==> config.mk <==
export PLATFORM = sky130hd
export DESIGN_NAME = fired_tag_fifo_flat
export DESIGN_NICKNAME = d
export VERILOG_FILES = /design/src/rtl/fired_tag_fifo_if.sv /design/src/rtl/fired_tag_fifo.sv /design/src/flat_wrapper.sv
export SDC_FILE = /design/constraint.sdc
export NUM_CORES = 1
export LEC_CHECK = 0
export BUFFER_PORTS_ARGS = -buffer_cell sky130_fd_sc_hd__buf_2
export CORE_AREA = 2 2 39 41
export CTS_BUF_LIST = sky130_fd_sc_hd__clkbuf_8 sky130_fd_sc_hd__clkbuf_16
export DETAILED_ROUTE_END_ITERATION = 10
export DIE_AREA = 0 0 41 43
export SLEW_MARGIN = 20
export SYNTH_ARGS = -nofsm -noshare
export SYNTH_HDL_FRONTEND = slang
export SYNTH_SLANG_ARGS = --single-unit
==> constraint.sdc <==
create_clock -name clk -period 1.2 [get_ports clk]
set_clock_uncertainty 0.05 [all_clocks]
set_input_delay 0.06 -clock clk [delete_from_list [all_inputs] [get_ports clk]]
set_output_delay 0.06 -clock clk [all_outputs]
set_load 0.03 [all_outputs]
==> src/rtl/fired_tag_fifo_if.sv <==
`default_nettype none
// ============================================================================
// Module   : fired_tag_fifo_if
// Brief    : Producer/consumer bundle for the fired-neuron tag FIFO.
// Revision : 1.0 - initial release
// ============================================================================
interface fired_tag_fifo_if #(
  parameter int TAGBITS   = 1,
  parameter int DEPTHBITS = 1
);
  logic                 wr_en;
  logic [TAGBITS-1:0]   wr_tag;
  logic                 req_deq;
  logic                 clear_step;
  logic [TAGBITS-1:0]   src_tag_out;
  logic                 fifo_empty;
  logic                 fifo_full;
  logic [DEPTHBITS:0]   count;
  logic                 overflow;

  modport master (
    output wr_en, wr_tag, req_deq, clear_step,
    input  src_tag_out, fifo_empty, fifo_full, count, overflow
  );

  modport slave (
    input  wr_en, wr_tag, req_deq, clear_step,
    output src_tag_out, fifo_empty, fifo_full, count, overflow
  );
endinterface
`default_nettype wire

==> src/rtl/fired_tag_fifo.sv <==
`default_nettype none
// ============================================================================
// Module   : fired_tag_fifo
// Brief    : Show-ahead FIFO of fired-neuron tags between neuron update and
//            synaptic processing. Optional macro FIRED_FIFO_DEDUP_EN drops
//            repeat tags within a timestep.
// Revision : 1.0 - initial release
// ============================================================================
module fired_tag_fifo #(
  parameter int NUMNEURONS = 2,
  parameter int TAGBITS    = 1,
  parameter int DEPTHBITS  = 1
) (
  input  wire logic        clk,
  input  wire logic        asyn_reset,
  fired_tag_fifo_if.slave  bus
);

  localparam int                 c_DEPTH = 2 ** DEPTHBITS;
  localparam logic [DEPTHBITS:0] c_FULL  = (DEPTHBITS+1)'(c_DEPTH);

  logic [TAGBITS-1:0]   mem_q [c_DEPTH];
  logic [DEPTHBITS-1:0] rd_ptr_q, rd_ptr_d;
  logic [DEPTHBITS-1:0] wr_ptr_q, wr_ptr_d;
  logic [DEPTHBITS:0]   cnt_q, cnt_d;
  logic                 overflow_q, overflow_d;

  logic w_not_empty;
  logic w_full;
  logic w_pop;
  logic w_dup;
  logic w_push_req;
  logic w_push;

  assign w_not_empty = (cnt_q != '0);
  assign w_full      = (cnt_q == c_FULL);
  assign w_pop       = bus.req_deq & w_not_empty;
  assign w_push_req  = bus.wr_en & ~w_dup;
  // A pop on the same edge frees the slot, so a full queue still accepts.
  assign w_push      = w_push_req & (~w_full | w_pop);

`ifdef FIRED_FIFO_DEDUP_EN
  logic [NUMNEURONS-1:0] bitmap_q, bitmap_d;
  logic [NUMNEURONS-1:0] w_tag_onehot;
  logic [NUMNEURONS-1:0] w_bitmap_base;

  always_comb begin
    w_tag_onehot = '0;
    for (int i = 0; i < NUMNEURONS; i++) begin
      w_tag_onehot[i] = (bus.wr_tag == TAGBITS'(i));
    end
  end

  // A push coinciding with clear_step sees the already-cleared bitmap.
  assign w_bitmap_base = bus.clear_step ? '0 : bitmap_q;
  assign w_dup         = |(w_bitmap_base & w_tag_onehot);
  assign bitmap_d      = w_push ? (w_bitmap_base | w_tag_onehot) : w_bitmap_base;

  always_ff @(posedge clk) begin
    if (asyn_reset) begin
      bitmap_q <= '0;
    end else begin
      bitmap_q <= bitmap_d;
    end
  end
`else
  logic w_unused_clear_step;
  assign w_unused_clear_step = bus.clear_step;
  assign w_dup               = 1'b0;
`endif

  always_comb begin
    rd_ptr_d   = w_pop  ? rd_ptr_q + 1'b1 : rd_ptr_q;
    wr_ptr_d   = w_push ? wr_ptr_q + 1'b1 : wr_ptr_q;
    overflow_d = overflow_q | (w_push_req & w_full & ~w_pop);
    cnt_d      = cnt_q;
    case ({w_push, w_pop})
      2'b10:   cnt_d = cnt_q + 1'b1;
      2'b01:   cnt_d = cnt_q - 1'b1;
      default: cnt_d = cnt_q;
    endcase
  end

  always_ff @(posedge clk) begin
    if (asyn_reset) begin
      rd_ptr_q   <= '0;
      wr_ptr_q   <= '0;
      cnt_q      <= '0;
      overflow_q <= 1'b0;
    end else begin
      rd_ptr_q   <= rd_ptr_d;
      wr_ptr_q   <= wr_ptr_d;
      cnt_q      <= cnt_d;
      overflow_q <= overflow_d;
    end
  end

  // Storage carries no reset; stale entries are unreachable once pointers clear.
  always_ff @(posedge clk) begin
    if (!asyn_reset && w_push) begin
      mem_q[wr_ptr_q] <= bus.wr_tag;
    end
  end

  assign bus.src_tag_out = w_not_empty ? mem_q[rd_ptr_q] : '0;
  assign bus.fifo_empty  = ~w_not_empty;
  assign bus.fifo_full   = w_full;
  assign bus.count       = cnt_q;
  assign bus.overflow    = overflow_q;

endmodule
`default_nettype wire

==> src/flat_wrapper.sv <==
// flat-port wrapper written by rule: the top's interface ports become plain ports
module fired_tag_fifo_flat 
#(
  parameter int NUMNEURONS = 2,
  parameter int TAGBITS    = 1,
  parameter int DEPTHBITS  = 1
)
  (clk, asyn_reset, bus_wr_en, bus_wr_tag, bus_req_deq, bus_clear_step, bus_src_tag_out, bus_fifo_empty, bus_fifo_full, bus_count, bus_overflow);
  fired_tag_fifo_if #(.TAGBITS(TAGBITS), .DEPTHBITS(DEPTHBITS)) bus_i ();
  input  wire logic clk;
  input  wire logic asyn_reset;
  input wire logic [$bits(bus_i.wr_en)-1:0] bus_wr_en;
  input wire logic [$bits(bus_i.wr_tag)-1:0] bus_wr_tag;
  input wire logic [$bits(bus_i.req_deq)-1:0] bus_req_deq;
  input wire logic [$bits(bus_i.clear_step)-1:0] bus_clear_step;
  output wire logic [$bits(bus_i.src_tag_out)-1:0] bus_src_tag_out;
  output wire logic [$bits(bus_i.fifo_empty)-1:0] bus_fifo_empty;
  output wire logic [$bits(bus_i.fifo_full)-1:0] bus_fifo_full;
  output wire logic [$bits(bus_i.count)-1:0] bus_count;
  output wire logic [$bits(bus_i.overflow)-1:0] bus_overflow;
  assign bus_i.wr_en = bus_wr_en;
  assign bus_i.wr_tag = bus_wr_tag;
  assign bus_i.req_deq = bus_req_deq;
  assign bus_i.clear_step = bus_clear_step;
  assign bus_src_tag_out = bus_i.src_tag_out;
  assign bus_fifo_empty = bus_i.fifo_empty;
  assign bus_fifo_full = bus_i.fifo_full;
  assign bus_count = bus_i.count;
  assign bus_overflow = bus_i.overflow;
  fired_tag_fifo #(.NUMNEURONS(NUMNEURONS), .TAGBITS(TAGBITS), .DEPTHBITS(DEPTHBITS)) u_core (.clk(clk), .asyn_reset(asyn_reset), .bus(bus_i));
endmodule
==> metrics.log <==
INFO  metric rsz0062_at_grt = false
INFO  metric required = 1.09 ns
INFO  metric ys_seq_area_frac = 0.503
INFO  metric syn_area = 358 µm²
INFO  metric die_area = 1760 µm²
INFO  metric rrSetupSlack = 0.06 ns
INFO  metric antenna_left = 0
INFO  metric max_cap_viol_count = 0
INFO  metric postSynthAreaPerCell = 9.67 µm²
INFO  metric drt_pass1_iterations = 2
INFO  metric yosys.cell_types.count = 19
INFO  metric routed_wire_length_per_instance = 9.44 µm
INFO  metric num_rows = 14
INFO  metric ioPinCount = 12
INFO  metric cts.repair_timing.setup_buffer_count = 0
INFO  metric detailroute.via_count = 294
INFO  metric nets = 59
INFO  metric cellLeakagePower = 0.227 nW
INFO  metric ff2ff_path_depth = 3
INFO  metric post_drt_via_cell_ratio = 4.32
INFO  metric power_frac_clock = 0.440
INFO  metric fin_ws = 0.0517 ns
INFO  metric max_freq = 871 MHz
INFO  metric critPathLaunchType = flop
INFO  metric finalCoreUtilization = 0.370
INFO  metric core_area = 1380 µm²
INFO  metric net_load_switching_power = 0.196 mW
INFO  metric grt_start_max_net_pins = 10
INFO  metric hold_path.startpoint = asyn_reset
INFO  metric worstSetupEndpointType = primary output
INFO  metric ys_warn_count = 0
INFO  metric post_layout_nonfiller_instances = 68
INFO  metric final_min_period_over_clock_period = 0.957
INFO  metric cts_h_tree_depth = 1
INFO  metric dp_cells = 63
INFO  metric initialDrtViolationCount = 5
INFO  metric fin_tns_setup = 0 ns
INFO  metric cts_made_buffers = 3
INFO  metric tritoncts_num_sinks = 8
INFO  metric internal_power = 0.571 mW
INFO  metric slew_worst_pin = 0.228 ns
INFO  metric timing.critical_path.arrival = 1.04 ns
INFO  metric grt_first_pass_wirelength = 1.08 mm
INFO  metric post-layout-total-power = 0.767 mW
INFO  metric global_route.usage.total = 0.0961
INFO  metric hold-path-cell-count = 2
INFO  metric hold_violations = 0
INFO  metric post_route_cells_drive_above_1_share = 0.404
INFO  metric netlist.top_cell.by_area = sky130_fd_sc_hd__dfxtp_1
INFO  metric syn-instance-count = 37
INFO  metric gpl.final_weighted_congestion = 0.750
INFO  metric hp_class = input pin to flop
INFO  metric synth.area.top_cells = sky130_fd_sc_hd__dfxtp_1 34%, sky130_fd_sc_hd__edfxtp_1 17%, sky130_fd_sc_hd__nor2_1 7.3%, sky130_fd_sc_hd__a21oi_1 5.6%, sky130_fd_sc_hd__mux2i_1 5.6%
INFO  metric power_frac_comb = 0.162
INFO  metric clk_latency = 0.23 ns
INFO  metric rel_slew_slack = 0.847
INFO  metric port_buffers = 10
INFO  metric die_w = 41 µm
INFO  metric layout-area-overhead-vs-synth = 43.0%
INFO  metric critical_path.max_fanout = 7
INFO  metric finish.instance_area = 512 µm²
INFO  metric start_util = 0.259
INFO  metric post-dp-hpwl = 451 µm
INFO  metric vdd_ir_drop_max = 0.685 mV
INFO  metric grt_antenna_before_repair = 0
INFO  metric min_period = 1.15 ns
INFO  metric worst_hold_path.endpoint = u_core.bus.count[1]$_SDFFE_PP0P_
INFO  metric seqPwrFrac = 0.398
INFO  metric tritoncts = yes
INFO  metric global_route.overflow_total = 0
INFO  metric setup.worst_path.class = flop to primary output
INFO  metric floorplan.die.height = 43 µm
INFO  metric cell_area_placed = 447 µm²
INFO  metric number_of_global_route_vias_before_repair = 270
INFO  metric cts.root.buffer_cell = sky130_fd_sc_hd__clkbuf_8
INFO  metric dpl_worst_slack = 0.0732 ns
INFO  metric drv_slew = 0
INFO  metric power_density = 1500 nW/µm²
INFO  metric ys_seq_elements = 8
INFO  metric outcome = complete, no violations
INFO  metric setup_viol = 0
INFO  metric worst_hold_slack = 0.0683 ns
INFO  metric mostFrequentLayoutCells = 9 x sky130_fd_sc_hd__buf_2, 5 x sky130_fd_sc_hd__nor2_1, 4 x sky130_fd_sc_hd__a21oi_1, 4 x sky130_fd_sc_hd__dfxtp_1, 3 x sky130_fd_sc_hd__clkbuf_8
INFO  metric cts_buffer_depth = 2
INFO  metric power.switching_fraction = 0.256
INFO  metric n_antenna_cell = 0
INFO  metric drt_drc_violations_left = 0
INFO  metric post-synth-top-area-fraction = 0.336
INFO  metric totalWireLength = 642 µm
INFO  metric worstReg2RegEnd = u_core.wr_ptr_q$_SDFFE_PP0P_
INFO  metric number_of_nets_in_the_synthesized_netlist = 43
INFO  metric regToRegStartpoint = u_core.bus.count[1]$_SDFFE_PP0P_
INFO  metric layout_commonest_cell = sky130_fd_sc_hd__buf_2
INFO  metric cts.clk_slew.worst_paths = 0.04 ns
[cell usage after synthesis]
cell / n
sky130_fd_sc_hd__a21oi_1: 4
sky130_fd_sc_hd__and2b_1: 1
sky130_fd_sc_hd__clkbuf_1: 1
sky130_fd_sc_hd__dfxtp_1: 6
sky130_fd_sc_hd__edfxtp_1: 2
sky130_fd_sc_hd__inv_1: 1
sky130_fd_sc_hd__mux2_4: 1
sky130_fd_sc_hd__mux2i_1: 2
sky130_fd_sc_hd__nand2_1: 1
sky130_fd_sc_hd__nand2b_1: 1
sky130_fd_sc_hd__nand2b_2: 1
sky130_fd_sc_hd__nor2_1: 7
sky130_fd_sc_hd__nor2b_1: 1
sky130_fd_sc_hd__nor3_1: 2
sky130_fd_sc_hd__nor3b_1: 1
sky130_fd_sc_hd__o21a_1: 1
sky130_fd_sc_hd__o21ai_0: 1
sky130_fd_sc_hd__o21ai_2: 1
sky130_fd_sc_hd__xor2_1: 2
[power by group through the flow]
stage	registers, mW	logic, mW	clock network (mW)
after global placement	0.309	0.115	0
after global routing	0.306	0.136	0.363
after detailed placement	0.309	0.116	0
final	0.305	0.124	0.338
after CTS	0.305	0.121	0.349
after floorplan	0.321	0.0699	0
[kinds of logic after synthesis]
family / after synthesis / synth area share
xor gates and xnor gates: 2 / 0.0490
and+or+nand+nor: 15 / 0.213
AOI/OAI and AO/OA: 7 / 0.115
buffers and inverters: 2 / 0.0210
muxes: 3 / 0.0979
DFF: 8 / 0.504
[worst max-delay path, stage by stage (launching register included)]
cell                       delay (ns)
sky130_fd_sc_hd__dfxtp_4         0.33
sky130_fd_sc_hd__buf_4           0.15
sky130_fd_sc_hd__nor2_4          0.11
sky130_fd_sc_hd__nor2_2          0.04
sky130_fd_sc_hd__clkbuf_4        0.17
[area by class of cell]
type                       count  area, µm²
clock buffer                   3       41.3
tap                           16       20.0
sequential                     8        188
multi-input combinational     27        185
clock inverter                 1       3.75
timing repair buffer          12       70.1
inverter                       1       3.75
fill                         144        872
[layer usage]
metal,track usage,part of all wire,vias to the layer above
li1,-,-,157
met1,0.132,0.51,129
met2,0.106,0.43,6
met3,0.0314,0.047,2
met4,0.100,0.011,0
met5,0,0,-
[worst max-delay path by stage]
stage,startpoint,endpoint,slack (ns)
final,u_core.bus.count[0]$_SDFFE_PP0P_,bus_src_tag_out,0.05
after floorplan,u_core.bus.count[0]$_SDFFE_PP0P_,bus_src_tag_out,0.02
after CTS,u_core.bus.count[0]$_SDFFE_PP0P_,bus_src_tag_out,0.02
after detailed placement,u_core.bus.count[0]$_SDFFE_PP0P_,u_core.wr_ptr_q$_SDFFE_PP0P_,0.07
after global routing,u_core.bus.count[1]$_SDFFE_PP0P_,u_core.mem_q[1]$_DFFE_PP_,0.008
after global placement,u_core.bus.count[0]$_SDFFE_PP0P_,u_core.wr_ptr_q$_SDFFE_PP0P_,0.07
[timing repair]
| item | CTS | global route |
|---|---|---|
| endpoints found under the hold margin | 2 | 0 |
| resized for setup | 1 | 3 |
| endpoints found under the setup margin | 2 | 4 |
| hold buffers | 1 | 0 |
(Power assumes the default switching activity.)
